$ cat src/rtl/mem_arb_pkg.sv
// Shared types for the RAM arbiter: FSM state encoding and grant owner codes.
package mem_arb_pkg;
  typedef enum logic [1:0] {
    ST_IDLE   = 2'd0,
    ST_ACCESS = 2'd1,
    ST_RESP   = 2'd2
  } arb_state_e;

  localparam logic GRANT_CPU = 1'b0;
  localparam logic GRANT_DBG = 1'b1;
endpackage

$ cat src/rtl/mem_arbiter_if.sv
// Requester-side bundle of the RAM arbiter: CPU port, debug/loader port, shared read data and status.
interface mem_arbiter_if #(
  parameter int DATA_W = 16,
  parameter int ADDR_W = 8
) ();
  logic              cpu_req;
  logic              cpu_write;
  logic [ADDR_W-1:0] cpu_addr;
  logic [DATA_W-1:0] cpu_wdata;
  logic              cpu_ack;
  logic              dbg_req;
  logic              dbg_write;
  logic [ADDR_W-1:0] dbg_addr;
  logic [DATA_W-1:0] dbg_wdata;
  logic              dbg_ack;
  logic              dbg_lock;
  logic [DATA_W-1:0] rdata;
  logic              busy;
  logic              grant_id;

  modport master (
    output cpu_req, cpu_write, cpu_addr, cpu_wdata,
    output dbg_req, dbg_write, dbg_addr, dbg_wdata, dbg_lock,
    input  cpu_ack, dbg_ack, rdata, busy, grant_id
  );

  modport slave (
    input  cpu_req, cpu_write, cpu_addr, cpu_wdata,
    input  dbg_req, dbg_write, dbg_addr, dbg_wdata, dbg_lock,
    output cpu_ack, dbg_ack, rdata, busy, grant_id
  );
endinterface

$ cat src/rtl/mem_arb_starve_ctr.sv
// Counts CPU grants taken while the debug port waits; force_dbg hands the next slot to debug.
module mem_arb_starve_ctr #(
  parameter int STARVE_LIMIT = 4
) (
  input  logic clk,
  input  logic reset,
  input  logic dbg_req,
  input  logic grant_cpu,
  input  logic grant_dbg,
  output logic force_dbg
);
  localparam int CNT_W = $clog2(STARVE_LIMIT + 1);

  logic [CNT_W-1:0] cnt_q, cnt_d;

  always_comb begin
    cnt_d = cnt_q;
    if (!dbg_req || grant_dbg)
      cnt_d = '0;
    else if (grant_cpu && (cnt_q != CNT_W'(STARVE_LIMIT)))
      cnt_d = cnt_q + 1'b1;
  end

  always_ff @(posedge clk) begin
    if (reset) cnt_q <= '0;
    else       cnt_q <= cnt_d;
  end

  assign force_dbg = (cnt_q == CNT_W'(STARVE_LIMIT));
endmodule

$ cat src/rtl/mem_arbiter.sv
// Single-port RAM arbiter between CPU and debug/loader: IDLE -> ACCESS -> RESP, one access per 3 cycles.
// Optional debug-starvation fairness is built when MEM_ARB_FAIRNESS_EN is defined.
module mem_arbiter
  import mem_arb_pkg::*;
#(
  parameter int DATA_W       = 16,
  parameter int ADDR_W       = 8,
  parameter int STARVE_LIMIT = 4
) (
  input  logic              clk,
  input  logic              reset,
  mem_arbiter_if.slave      bus,
  output logic [ADDR_W-1:0] mem_addr,
  output logic [DATA_W-1:0] mem_wdata,
  output logic              mem_write,
  input  logic [DATA_W-1:0] mem_rdata
);
  arb_state_e        state_q, state_d;
  logic [ADDR_W-1:0] mem_addr_q, mem_addr_d;
  logic [DATA_W-1:0] mem_wdata_q, mem_wdata_d;
  logic              mem_write_q, mem_write_d;
  logic              grant_id_q, grant_id_d;
  logic              cpu_ack_q, cpu_ack_d;
  logic              dbg_ack_q, dbg_ack_d;

  logic cpu_ok, pick_dbg, pick_cpu;
  logic grant_cpu, grant_dbg, force_dbg;

  // dbg_lock only blocks new CPU grants; an access already latched always runs to completion.
  assign cpu_ok   = bus.cpu_req & ~bus.dbg_lock;
  assign pick_dbg = bus.dbg_req & (~cpu_ok | force_dbg);
  assign pick_cpu = cpu_ok & ~pick_dbg;

  always_comb begin
    state_d     = state_q;
    mem_addr_d  = mem_addr_q;
    mem_wdata_d = mem_wdata_q;
    mem_write_d = 1'b0;
    grant_id_d  = grant_id_q;
    cpu_ack_d   = 1'b0;
    dbg_ack_d   = 1'b0;
    grant_cpu   = 1'b0;
    grant_dbg   = 1'b0;
    case (state_q)
      ST_IDLE: begin
        grant_cpu = pick_cpu;
        grant_dbg = pick_dbg;
        if (pick_cpu || pick_dbg) begin
          state_d     = ST_ACCESS;
          grant_id_d  = pick_dbg ? GRANT_DBG : GRANT_CPU;
          mem_addr_d  = pick_dbg ? bus.dbg_addr  : bus.cpu_addr;
          mem_wdata_d = pick_dbg ? bus.dbg_wdata : bus.cpu_wdata;
          mem_write_d = pick_dbg ? bus.dbg_write : bus.cpu_write;
        end
      end
      ST_ACCESS: begin
        state_d   = ST_RESP;
        cpu_ack_d = (grant_id_q == GRANT_CPU);
        dbg_ack_d = (grant_id_q == GRANT_DBG);
      end
      ST_RESP: state_d = ST_IDLE;
      default: state_d = ST_IDLE;
    endcase
  end

  always_ff @(posedge clk) begin
    if (reset) begin
      state_q     <= ST_IDLE;
      mem_addr_q  <= '0;
      mem_wdata_q <= '0;
      mem_write_q <= 1'b0;
      grant_id_q  <= GRANT_CPU;
      cpu_ack_q   <= 1'b0;
      dbg_ack_q   <= 1'b0;
    end else begin
      state_q     <= state_d;
      mem_addr_q  <= mem_addr_d;
      mem_wdata_q <= mem_wdata_d;
      mem_write_q <= mem_write_d;
      grant_id_q  <= grant_id_d;
      cpu_ack_q   <= cpu_ack_d;
      dbg_ack_q   <= dbg_ack_d;
    end
  end

`ifdef MEM_ARB_FAIRNESS_EN
  mem_arb_starve_ctr #(.STARVE_LIMIT(STARVE_LIMIT)) u_starve (
    .clk       (clk),
    .reset     (reset),
    .dbg_req   (bus.dbg_req),
    .grant_cpu (grant_cpu),
    .grant_dbg (grant_dbg),
    .force_dbg (force_dbg)
  );
`else
  // Strict CPU priority: grant pulses have no consumer.
  logic unused_fair;
  assign force_dbg   = 1'b0;
  assign unused_fair = grant_cpu ^ grant_dbg ^ (STARVE_LIMIT > 0);
`endif

  assign mem_addr     = mem_addr_q;
  assign mem_wdata    = mem_wdata_q;
  assign mem_write    = mem_write_q;
  assign bus.cpu_ack  = cpu_ack_q;
  assign bus.dbg_ack  = dbg_ack_q;
  assign bus.rdata    = mem_rdata;
  assign bus.busy     = (state_q != ST_IDLE);
  assign bus.grant_id = grant_id_q;
endmodule

$ cat src/flat_wrapper.sv
// flat-port wrapper written by rule: the top's interface ports become plain ports
module mem_arbiter_flat import mem_arb_pkg::*;
#(
  parameter int DATA_W       = 16,
  parameter int ADDR_W       = 8,
  parameter int STARVE_LIMIT = 4
)
  (clk, reset, mem_addr, mem_wdata, mem_write, mem_rdata, bus_cpu_req, bus_cpu_write, bus_cpu_addr, bus_cpu_wdata, bus_dbg_req, bus_dbg_write, bus_dbg_addr, bus_dbg_wdata, bus_dbg_lock, bus_cpu_ack, bus_dbg_ack, bus_rdata, bus_busy, bus_grant_id);
  mem_arbiter_if #(.DATA_W(DATA_W), .ADDR_W(ADDR_W)) bus_i ();
  input  logic clk;
  input  logic reset;
  output logic [ADDR_W-1:0] mem_addr;
  output logic [DATA_W-1:0] mem_wdata;
  output logic mem_write;
  input  logic [DATA_W-1:0] mem_rdata;
  input wire logic [$bits(bus_i.cpu_req)-1:0] bus_cpu_req;
  input wire logic [$bits(bus_i.cpu_write)-1:0] bus_cpu_write;
  input wire logic [$bits(bus_i.cpu_addr)-1:0] bus_cpu_addr;
  input wire logic [$bits(bus_i.cpu_wdata)-1:0] bus_cpu_wdata;
  input wire logic [$bits(bus_i.dbg_req)-1:0] bus_dbg_req;
  input wire logic [$bits(bus_i.dbg_write)-1:0] bus_dbg_write;
  input wire logic [$bits(bus_i.dbg_addr)-1:0] bus_dbg_addr;
  input wire logic [$bits(bus_i.dbg_wdata)-1:0] bus_dbg_wdata;
  input wire logic [$bits(bus_i.dbg_lock)-1:0] bus_dbg_lock;
  output wire logic [$bits(bus_i.cpu_ack)-1:0] bus_cpu_ack;
  output wire logic [$bits(bus_i.dbg_ack)-1:0] bus_dbg_ack;
  output wire logic [$bits(bus_i.rdata)-1:0] bus_rdata;
  output wire logic [$bits(bus_i.busy)-1:0] bus_busy;
  output wire logic [$bits(bus_i.grant_id)-1:0] bus_grant_id;
  assign bus_i.cpu_req = bus_cpu_req;
  assign bus_i.cpu_write = bus_cpu_write;
  assign bus_i.cpu_addr = bus_cpu_addr;
  assign bus_i.cpu_wdata = bus_cpu_wdata;
  assign bus_i.dbg_req = bus_dbg_req;
  assign bus_i.dbg_write = bus_dbg_write;
  assign bus_i.dbg_addr = bus_dbg_addr;
  assign bus_i.dbg_wdata = bus_dbg_wdata;
  assign bus_i.dbg_lock = bus_dbg_lock;
  assign bus_cpu_ack = bus_i.cpu_ack;
  assign bus_dbg_ack = bus_i.dbg_ack;
  assign bus_rdata = bus_i.rdata;
  assign bus_busy = bus_i.busy;
  assign bus_grant_id = bus_i.grant_id;
  mem_arbiter #(.DATA_W(DATA_W), .ADDR_W(ADDR_W), .STARVE_LIMIT(STARVE_LIMIT)) u_core (.clk(clk), .reset(reset), .bus(bus_i), .mem_addr(mem_addr), .mem_wdata(mem_wdata), .mem_write(mem_write), .mem_rdata(mem_rdata));
endmodule
$ cat config.mk
export PLATFORM = sky130hd
export DESIGN_NAME = mem_arbiter_flat
export DESIGN_NICKNAME = d
export VERILOG_FILES = /design/src/rtl/mem_arb_pkg.sv /design/src/rtl/mem_arbiter_if.sv /design/src/rtl/mem_arb_starve_ctr.sv /design/src/rtl/mem_arbiter.sv /design/src/flat_wrapper.sv
export SDC_FILE = /design/constraint.sdc
export NUM_CORES = 1
export LEC_CHECK = 0
export BUFFER_PORTS_ARGS = -buffer_cell sky130_fd_sc_hd__buf_2
export CAP_MARGIN = 20
export CORE_MARGIN = 1.5
export CORE_UTILIZATION = 44
export CTS_CLUSTER_DIAMETER = 50
export CTS_CLUSTER_SIZE = 24
export DETAILED_ROUTE_END_ITERATION = 16
export GPL_TIMING_DRIVEN = 0
export PLACE_DENSITY = 0.92
export RECOVER_POWER = 100
export SLEW_MARGIN = 20
export SYNTH_ARGS = -nofsm -noshare
export SYNTH_HDL_FRONTEND = slang
export SYNTH_HIERARCHICAL = 1
export SYNTH_SLANG_ARGS = --single-unit
$ cat constraint.sdc
create_clock -name clk -period 2.45 [get_ports clk]
set_clock_uncertainty 0.2 [all_clocks]
set_input_delay 0.3675 -clock clk [delete_from_list [all_inputs] [get_ports clk]]
set_output_delay 0.3675 -clock clk [all_outputs]
set_load 0.02 [all_outputs]
# == After elaboration in Yosys (flattened, before gate mapping) ==
# Cells that the tools add are included.
# word_totals
regBits,30
output_inout_bits,45
elab_cells,31
# op_classes
muxes,6
bitwise_logic,10
reduce_logical,6
n_eq_ne,2
# ops
cell,n
$mux 16,1
$mux 8,1
$not 1->1,7
$pmux 2 s2,1
$and 1x1->1,3
$reduce_or 3->1,1
$eq 2x1->1 const B,1
$logic_not 2->1,1
$mux 1,2
$mux 2,1
$ne 2x1->1 const B,1
$reduce_and 2->1,1
$reduce_bool 2->1,1
$reduce_or 2->1,1
$logic_or 1x1->1,1

# == Logic depth before layout (Yosys ltp) ==
# logic_depth
word_depth,9
mapped_depth,5

# == Least setup slack after synthesis ==
# OpenSTA, ideal clock, no wires.
# synth_path
kind,in2reg
startpoint,input bus_dbg_lock
endpoint,"register u_core.mem_wdata_q[4], in the netlist u_core/mem_wdata[4]"
setup_slack_ns,0.830
path_buffers,2
required_time_ns,2.123
arrival_time_ns,1.292
stages,5
path_cell_list,or4b_1 buf_6 buf_12 o32ai_2 a21oi_2
# synth_between
elab_chain_len,8
# synth_rtl
item,line_no,rtl
start: declaration,flat_wrapper.sv:24,input wire logic [$bits(bus_i.dbg_lock)-1:0] bus_dbg_lock;
$not 1->1 (*),mem_arbiter.sv:30,assign cpu_ok = bus.cpu_req & ~bus.dbg_lock;
$and 1x1->1 (*),mem_arbiter.sv:30,
$not 1->1,mem_arbiter.sv:31,assign pick_dbg = bus.dbg_req & (~cpu_ok | force_dbg);
$and 1x1->1,mem_arbiter.sv:31,
$not 1->1,mem_arbiter.sv:32,assign pick_cpu = cpu_ok & ~pick_dbg;
$and 1x1->1,mem_arbiter.sv:32,
$logic_or 1x1->1,mem_arbiter.sv:48,if (pick_cpu || pick_dbg) begin
$reduce_and 2->1 (no line),--,
end signal: assignment,mem_arbiter.sv:78,mem_wdata_q <= mem_wdata_d;
end: declaration,mem_arbiter.sv:20,"logic [DATA_W-1:0] mem_wdata_q, mem_wdata_d;"
# Every way passes the cells marked *; elsewhere a longest branch is shown, timed or not.
# A chain may end at the register's enable or synchronous reset.

# == Worst setup path after layout ==
# layout_path
startpoint,register u_core.state_q[1]
endpoint,"register u_core.mem_addr_q[5], in the netlist u_core/mem_addr[5]"
# layout_between
elab_chain_len,2
# layout_rtl
item,line_no,rtl
start: declaration,mem_arbiter.sv:18,"arb_state_e state_q, state_d;"
start signal: assignment,mem_arbiter.sv:76,state_q <= state_d;
$logic_not 2->1,mem_arbiter.sv:44,case (state_q)
$reduce_and 2->1 (no line),--,
end signal: assignment,mem_arbiter.sv:77,mem_addr_q <= mem_addr_d;
end: declaration,mem_arbiter.sv:19,"logic [ADDR_W-1:0] mem_addr_q, mem_addr_d;"
# No other way between the ends.

==> flow_summary.json <==
{
  "status": "completed",
  "slew_viol_final": 0,
  "grt_util_all_layers_pct": 19.6,
  "grt_pass1_vias": 1431,
  "drcViolationCount": 0,
  "place_inst": 294,
  "worstPathCellList": "or4b_1 -> clkbuf_1 -> buf_12 -> o32ai_1 -> a21oi_2",
  "antennaDiodeCount": 0,
  "grt_max_degree": 11,
  "hold_path_class": "in -> reg",
  "cp.buffers_inverters": 2,
  "synth_common_cells": "dfxtp_1, nand2b_1, a21oi_2, o32ai_2, buf_4",
  "multi_input_area_um2": 708,
  "cp.arrival_ps": 1830,
  "cpPeakStageDelay_ps": 510,
  "hold_violations": 0,
  "hold_depth": 3,
  "antenna_found_initial": 0,
  "cp-startpoint": "u_core/state_q[1]$_SDFFE_PP0P_",
  "dpl-instance-area_um2": 2210,
  "required_ps": 2410,
  "die_w_um": 64.5,
  "ys.warnings.count": 6,
  "maxCapViolCount": 0,
  "clk_pin_slew_ps": 60,
  "worst-path-stages": 5,
  "dp.final_hpwl_um": 2930,
  "setup_ws_ps": 582,
  "via_per_inst": 4.90,
  "synth-seq-cells": 30,
  "synth-main-ff-cell": "dfxtp_1",
  "numClockSinks": 30,
  "tightest_slew_ps": 854,
  "layout-drive-gt1-share_pct": 43.3,
  "synthSimpleGateAreaFrac_pct": 13.6,
  "worstSetupPathType": "reg -> reg",
  "io_pins": 116,
  "grt_pass1_wl_um": 6270,
  "crit_fanout": 10,
  "synthCells": 148,
  "synth.area.top_cells": "dfxtp_1, o32ai_2, a21oi_2",
  "fillerInstances": 370,
  "fin_tns_setup_ps": 0,
  "end_kind": "flop",
  "syn_area_um2": 1660,
  "synth-xor-area-share_pct": 0,
  "critical_path.top_delay_family": "simple AND/OR/NAND/NOR gates",
  "fin_area_um2": 2140,
  "r2r-end": "u_core/mem_addr[5]$_SDFFE_PP0P_",
  "synth_mux_area_share_pct": 0,
  "ir_drop_mv": 0.332,
  "fmax_mhz": 535,
  "synth-edff-count": 0,
  "power.static_leakage_nw": 0.879,
  "postCtsHoldBufs": 0,
  "synth_cell_types": 25,
  "synth_most_common_cell": "dfxtp_1",
  "synth_top_family_by_area": "compound AO/OA/AOI/OAI gates",
  "crit-reg2reg-launch": "u_core/state_q[1]$_SDFFE_PP0P_",
  "fp.coreArea_um2": 3630,
  "yosysTopAreaCell": "dfxtp_1",
  "numCtsBuffers": 5,
  "slowest_stage": "or4b_1",
  "ctsLongestPathBuffers": 2,
  "die_area_um2": 4150,
  "start_kind": "flop",
  "syn_avg_cell_area_um2": 11.2,
  "synthArstFlopShare_pct": 0,
  "instances_no_fill": 302,
  "cts_resized": 0,
  "power.density_nw_per_um2": 643,
  "endpoint": "u_core/mem_addr[5]$_SDFFE_PP0P_",
  "register_area_um2": 601,
  "slew_headroom_pct": 42.5,
  "reg2reg_depth": 5,
  "rows": 22,
  "holdWs_ps": 136,
  "synth-seq-area-share_pct": 36.1,
  "dpl_worst_slack_ps": 644,
  "finalWeightedCongestion": 0.708,
  "synth_nets": 219,
  "yosysTopAreaCellShare_pct": 36.1,
  "io_buffers": 98,
  "min_period_ps": 1870,
  "synth-compound-area-share_pct": 34.7,
  "initial_core_util_pct": 45.7,
  "cts_root_buf": "clkbuf_8",
  "total_power_mw": 1.38,
  "clock_latency_ps": 270,
  "area_delta_synth_final_pct": 28.9,
  "wl_um": 3900,
  "fin_crit_sh_pct": 76.3,
  "cts_max_level": 2,
  "vias": 1479,
  "drt_iter0_drc": 48,
  "die_h_um": 64.5,
  "utilization_pct": 59.0,
  "synth_fa_ha_area_share_pct": 0,
  "setup_violations": 0,
  "rrSetupSlack_ps": 580,
  "rsz0062_at_grt": "no",
  "ant_nets": 0,
  "grt.overflow.total": 0,
  "fin_nets": 324,
  "wl_per_cell_um": 12.9,
  "post_cts_buffers": 0,
  "cts_tree": "built",
  "firstDrtPassIters": 4
}
[flip-flops by register name, indices dropped and copies added (netlist names)]
signal,flops
u_core/mem_wdata,16
u_core/state_q,2
u_core/mem_addr,8
u_core/mem_write,1
u_core/bus.grant_id,1
u_core/bus.dbg_ack,1
u_core/bus.cpu_ack,1
[final cells by class]
| cell class | count | share of cell area (%) |
|---|---|---|
| Inverter | 2 | 0.350 |
| Multi-Input combinational cell | 86 | 33.1 |
| Timing Repair Buffer | 98 | 20.3 |
| Sequential cell | 30 | 28.0 |
| Tap cell | 48 | 2.80 |
| Clock inverter | 1 | 0.234 |
| Clock buffer | 7 | 4.03 |
| Buffer | 30 | 11.2 |
[cell usage in the layout, fill, tap and decap left out, drive strengths merged]
cell     n
clkbuf  58
or2b     1
nor3b    1
nand2b  24
nor2b    2
dfxtp   30
buf     77
nand3b   1
nand2    1
and2     1
a21boi   1
o21ai    1
inv      2
nor3     1
o32ai   24
or4b     1
or3b     1
clkinv   1
a21oi   25
or2      1
[tightest hold or removal path, stage by stage]
cell      delay (ps)
buf_2            100
nand2_1           40
a21boi_0          60
[power by group]
group | internal [mW] | switching [mW]
registers | 0.548 | 0.0310
clock network | 0.226 | 0.176
logic | 0.165 | 0.230
[logic make-up after synthesis]
logic type,after synthesis
buffers and inverters,32
AND/OR/NAND/NOR,35
flip-flops,30
AO/OA/AOI/OAI,51
[worst min-delay path by stage]
stage / start / end
floorplan: u_core/state_q[1]$_SDFFE_PP0P_ / u_core/state_q[1]$_SDFFE_PP0P_
global placement: u_core/bus.grant_id$_SDFFE_PP0P_ / u_core/bus.cpu_ack$_SDFF_PP0_
detailed placement: u_core/mem_wdata[1]$_SDFFE_PP0P_ / u_core/mem_wdata[1]$_SDFFE_PP0P_
CTS: bus_cpu_write / u_core/mem_write$_SDFF_PP0_
global route: bus_cpu_write / u_core/mem_write$_SDFF_PP0_
finish: bus_cpu_write / u_core/mem_write$_SDFF_PP0_
[metal layers]
metal | routed length, um | GRT usage [%] | up-vias
met2 | 1890 | 35.8 | 62
met3 | 307 | 6.60 | 4
met5 | 0 | 0 | -
met4 | 29 | 5.05 | 0
li1 | - | - | 728
met1 | 1680 | 21.7 | 685
Note: power is estimated with default switching activity, not from simulation.
